File: config.mk
export PLATFORM = sky130hd
export DESIGN_NAME = message_slicer_stream
export DESIGN_NICKNAME = d
export VERILOG_FILES = /design/src/rtl/message_slicer_stream.sv
export SDC_FILE = /design/constraint.sdc
export NUM_CORES = 2
export LEC_CHECK = 0
export CELL_PAD_IN_SITES_DETAIL_PLACEMENT = 1
export CELL_PAD_IN_SITES_GLOBAL_PLACEMENT = 2
export CORE_MARGIN = 10
export CORE_UTILIZATION = 50
export DETAILED_ROUTE_END_ITERATION = 12
export GPL_ROUTABILITY_DRIVEN = 1
export PLACE_DENSITY_LB_ADDON = 0.05
export SLEW_MARGIN = 25
export SYNTH_ARGS = -nofsm -noshare
export SYNTH_HDL_FRONTEND = slang
export SYNTH_SLANG_ARGS = --single-unit
export TNS_END_PERCENT = 1
File: constraint.sdc
create_clock -name clk -period 11.53 [get_ports clk]
set_input_delay 2.306 -clock clk [delete_from_list [all_inputs] [get_ports clk]]
set_output_delay 2.306 -clock clk [all_outputs]
set_load 0.05 [all_outputs]
File: src/rtl/message_slicer_stream.sv
// Circular-buffer slicer: accepts wide words of up to N_SLICES slices and emits them
// one WIDTH-bit slice at a time through a registered ready/valid output stage.
module message_slicer_stream #(
  parameter int unsigned N_SLICES          = 2,
  parameter int unsigned LOG_N_SLICES      = 1,
  parameter int unsigned WIDTH             = 32,
  parameter int unsigned BUFFER_LENGTH     = 64,
  parameter int unsigned LOG_BUFFER_LENGTH = 6,
  parameter bit          MSB_FIRST         = 1'b0
) (
  input  logic                          clk,
  input  logic                          rst_n,
  input  logic                          clear,
  input  logic [WIDTH*N_SLICES-1:0]     in_data,
  input  logic [LOG_N_SLICES:0]         in_count,
  input  logic                          in_nd,
  output logic                          in_ready,
  output logic [WIDTH-1:0]              out_data,
  output logic                          out_nd,
  input  logic                          out_ready,
  output logic [LOG_BUFFER_LENGTH:0]    count,
  output logic                          error
);

  localparam int unsigned CW = LOG_N_SLICES + 1;
  localparam int unsigned PW = LOG_BUFFER_LENGTH;
  localparam int unsigned NW = LOG_BUFFER_LENGTH + 1;
  localparam logic [CW-1:0] MAX_COUNT = CW'(N_SLICES);
  localparam logic [NW-1:0] DEPTH     = NW'(BUFFER_LENGTH);
  localparam logic [NW-1:0] THRESH    = NW'(N_SLICES);

  logic [WIDTH-1:0] mem [BUFFER_LENGTH];
  logic [PW-1:0]    wr_ptr;
  logic [PW-1:0]    rd_ptr;
  logic             count_ok;
  logic             do_write;
  logic             do_pop;
  logic             bad_word;
  logic [NW-1:0]    n_add;
  logic [NW-1:0]    n_sub;

  // in_ready looks only at current occupancy, so a same-cycle pop never frees room early.
  always_comb begin
    in_ready = (DEPTH - count) >= THRESH;
    count_ok = in_count <= MAX_COUNT;
    do_write = in_nd & in_ready & count_ok & ~clear;
    bad_word = in_nd & ~(in_ready & count_ok);
    do_pop   = (~out_nd | out_ready) & (count != '0) & ~clear;
    n_add    = do_write ? NW'(in_count) : '0;
    n_sub    = do_pop ? NW'(1) : '0;
  end

  // Storage carries no reset; validity is tracked solely by count.
  always_ff @(posedge clk) begin
    if (do_write) begin
      for (int unsigned j = 0; j < N_SLICES; j++) begin
        if (CW'(j) < in_count) begin
          mem[wr_ptr + PW'(j)] <= MSB_FIRST ? in_data[(N_SLICES-1-j)*WIDTH +: WIDTH]
                                            : in_data[j*WIDTH +: WIDTH];
        end
      end
    end
  end

  always_ff @(posedge clk or negedge rst_n) begin
    if (!rst_n) begin
      wr_ptr   <= '0;
      rd_ptr   <= '0;
      count    <= '0;
      out_data <= '0;
      out_nd   <= 1'b0;
      error    <= 1'b0;
    end else if (clear) begin
      wr_ptr <= '0;
      rd_ptr <= '0;
      count  <= '0;
      out_nd <= 1'b0;
      error  <= 1'b0;
    end else begin
      if (do_write) wr_ptr <= wr_ptr + PW'(in_count);
      if (bad_word) error <= 1'b1;
      count <= count + n_add - n_sub;
      if (do_pop) begin
        out_data <= mem[rd_ptr];
        out_nd   <= 1'b1;
        rd_ptr   <= rd_ptr + PW'(1);
      end else if (out_ready) begin
        out_nd <= 1'b0;
      end
    end
  end

endmodule
==> flow_metrics.env <==
export IMPL_drtIter0Drc=8086
export IMPL_fin_ws_ns=4.92
export IMPL_gp_congestion=0.928
export IMPL_rsz0062_at_grt="false"
export IMPL_synth_top_flop_cell="edfxtp_1"
export IMPL_async_flop_share=0.0252
export IMPL_n_fill_cell=19200
export IMPL_port_buffers=112
export IMPL_first_pass_iters=6
export IMPL_power_density_nw_per_um2=177
export IMPL_cts_root_buf="clkbuf_16"
export IMPL_worstPathArrival_ns=4.31
export IMPL_relSlewSlack=0.208
export IMPL_final_cell_mix="edfxtp_1, mux2_2, mux4_2"
export IMPL_max_slew_worst_pin_slew_ns=1.19
export IMPL_post_cts_buffers=0
export IMPL_clk_pin_slew_ns=0.06
export IMPL_crit_required_ns=9.22
export IMPL_rows=170
export IMPL_grt_util_all_layers=0.314
export IMPL_synth_nets=6767
export IMPL_multi_input_area_um2=42200
export IMPL_syn_inst=6677
export IMPL_die_h_um=484
export IMPL_cp_cell_sequence="inv_1 -> ha_1 -> xor2_1 -> a31oi_1 -> nor3_1 -> nand3_1 -> clkdlybuf4s50_1"
export IMPL_worstSetupStartpointType="register"
export IMPL_first_global_vias=66000
export IMPL_numCtsBuffers=228
export IMPL_final_cells=9413
export IMPL_place_inst=8991
export IMPL_hold_viol_final=0
export IMPL_dpl_hpwl_um=210000
export IMPL_crit_path_max_incr_delay_ns=0.86
export IMPL_io_pins=113
export IMPL_clock_skew_ns=0.0290
export IMPL_grt_pass1_wl_um=527000
export IMPL_preCtsSetupSlack_ns=4.92
export IMPL_fin_tns_setup_ns=0
export IMPL_status="finished, final reports clean"
export IMPL_clock_sinks=2101
export IMPL_routed_wl_um=378000
export IMPL_hold_class="reg -> reg"
export IMPL_cts_hold_buf=0
export IMPL_route_detailed_drc=0
export IMPL_maxCapViolCount=0
export IMPL_antenna_found_initial=34
export IMPL_crit_type="reg -> out"
export IMPL_crit_path_end_kind="output pin"
export IMPL_clk_latency_ns=0.87
export IMPL_holdWs_ns=0.529
export IMPL_coreArea_um2=214000
export IMPL_antenna_left=0
export IMPL_ys_warn_count=0
export IMPL_ys_types=65
export IMPL_avgViaCountPerCell=6.84
export IMPL_synth_edff_count=2048
export IMPL_flow_area_growth_from_synthesis_pct=10.1
export IMPL_rr_worst_depth=18
export IMPL_drive_gt1_frac=0.491
export IMPL_mostFrequentLayoutCell="edfxtp_1"
export IMPL_synth_seq_area_share=0.585
export IMPL_die_width_um=484
export IMPL_gr_total_overflow=0
export IMPL_cts_max_level=4
export IMPL_cts_tree="done"
export IMPL_post_route_period_util=0.573
export IMPL_fin_crit_ns=6.61
export IMPL_dieArea_um2=234000
export IMPL_clockBufferDepth=3
export IMPL_ys_seq_elements=2101
export IMPL_avgSynthCellArea_um2=16.1
export IMPL_max_freq_mhz=151
export IMPL_drv_slew=0
export IMPL_critPathMaxFanout=5
export IMPL_cpMaxStageDelayCell="clkdlybuf4s50_1"
export IMPL_initial_utilization=0.502
export IMPL_ir_worst_vdd_mv=0.238
export IMPL_wire_per_inst_um=40.1
export IMPL_totalPowerFinal_mw=21.0
export IMPL_num_nets_final=6475
export IMPL_routed_via_count=64300
export IMPL_grt_start_max_net_pins=124
export IMPL_seqCellArea_um2=62800
export IMPL_netlist_area_um2=107000
export IMPL_whs_path_depth=2
export IMPL_cts_resized=0
export IMPL_setup_viol=0
export IMPL_leakagePower_nw=38.6
cell usage after synthesis (all sizes together), types with 32 or more instances:
cell type | instances | share of area
buf | 359 | 0.015
nor3 | 42 | 0.0021
edfxtp | 2048 | 0.57
clkbuf | 531 | 0.019
o22ai | 176 | 0.010
or3 | 34 | 0.0020
o31ai | 32 | 0.0022
nand3 | 106 | 0.0049
mux2i | 328 | 0.031
nand2 | 68 | 0.0024
mux4 | 411 | 0.086
and2 | 32 | 0.0019
nor2 | 39 | 0.0014
dfrtp | 53 | 0.012
mux2 | 2049 | 0.21
a21oi | 43 | 0.0020
nand4 | 36 | 0.0021
o21ai | 96 | 0.0045
stage by stage:
stage,area [um2],util
2_1_floorplan,107000,-
3_3_place_gp,111000,0.520
3_5_place_dp,111000,0.520
4_1_cts,118000,0.552
5_1_grt,118000,0.552
6_report,118000,0.552
power by group:
part	total (mW)	switching [mW]	internal (mW)
sequential	8.71	0.232	8.48
combinational	5.36	3.13	2.24
clock	6.91	3.13	3.78
total	21.0	6.49	14.5
sequential cells by signal, indices dropped and copies added, names as in the netlist:
name      flops
mem        2048
error         1
out_nd        1
count         7
wr_ptr        6
out_data     32
rd_ptr        6
cell families (layout without fill, tap and decap cells):
logic type / after synthesis / after routing / share of synthesized area
AOI/OAI and AO/OA: 456 / 456 / 0.0273
xor gates and xnor gates: 13 / 13 / 0.00106
adders and majority gates: 19 / 19 / 0.00235
buffers and inverters: 909 / 804 / 0.0345
DFF: 2101 / 2101 / 0.585
muxes: 2788 / 2788 / 0.331
other: 0 / 3 / 0
and+or+nand+nor: 391 / 391 / 0.0189
path summary, 6_finish.rpt:
path	start	to	slack (ns)
max	count[4]	in_ready	4.92
max in group asynchronous	rst_n	rd_ptr[3]	9.32
min	error	error	0.53
min in group asynchronous	rst_n	rd_ptr[0]	1.26
min reg2reg	error	error	0.53
max reg2reg	count[2]	count[6]	6.33
critical path: cells and delay by family, from the launching register on:
| kind | cells | cell delay, ns |
|---|---|---|
| flip-flops | 1 | 0.50 |
| AO/OA/AOI/OAI | 1 | 0.15 |
| adder cells (fa/ha/maj) | 1 | 0.23 |
| XOR/XNOR | 1 | 0.14 |
| buffers and inverters | 2 | 1.05 |
| AND/OR/NAND/NOR | 2 | 1.36 |
layer usage:
layer	vias up	GRT usage	share of wire	wire length (um)
met3	634	0.0586	0.084	31600
met4	14	0.107	0.039	14700
met5	-	0	0.00024	92
li1	25900	-	-	-
met2	2902	0.504	0.47	178000
met1	34900	0.433	0.41	153000
cell type report:
class,instances,share of cell area
inverter,19,0.000666
tap,2838,0.0300
clock inverter,120,0.00617
multi-input combinational,3667,0.357
clock buffer,297,0.0512
antenna,3,0.0000634
sequential,2101,0.531
timing repair buffer,368,0.0242
No activity file was read; power rests on OpenSTA's default activity.
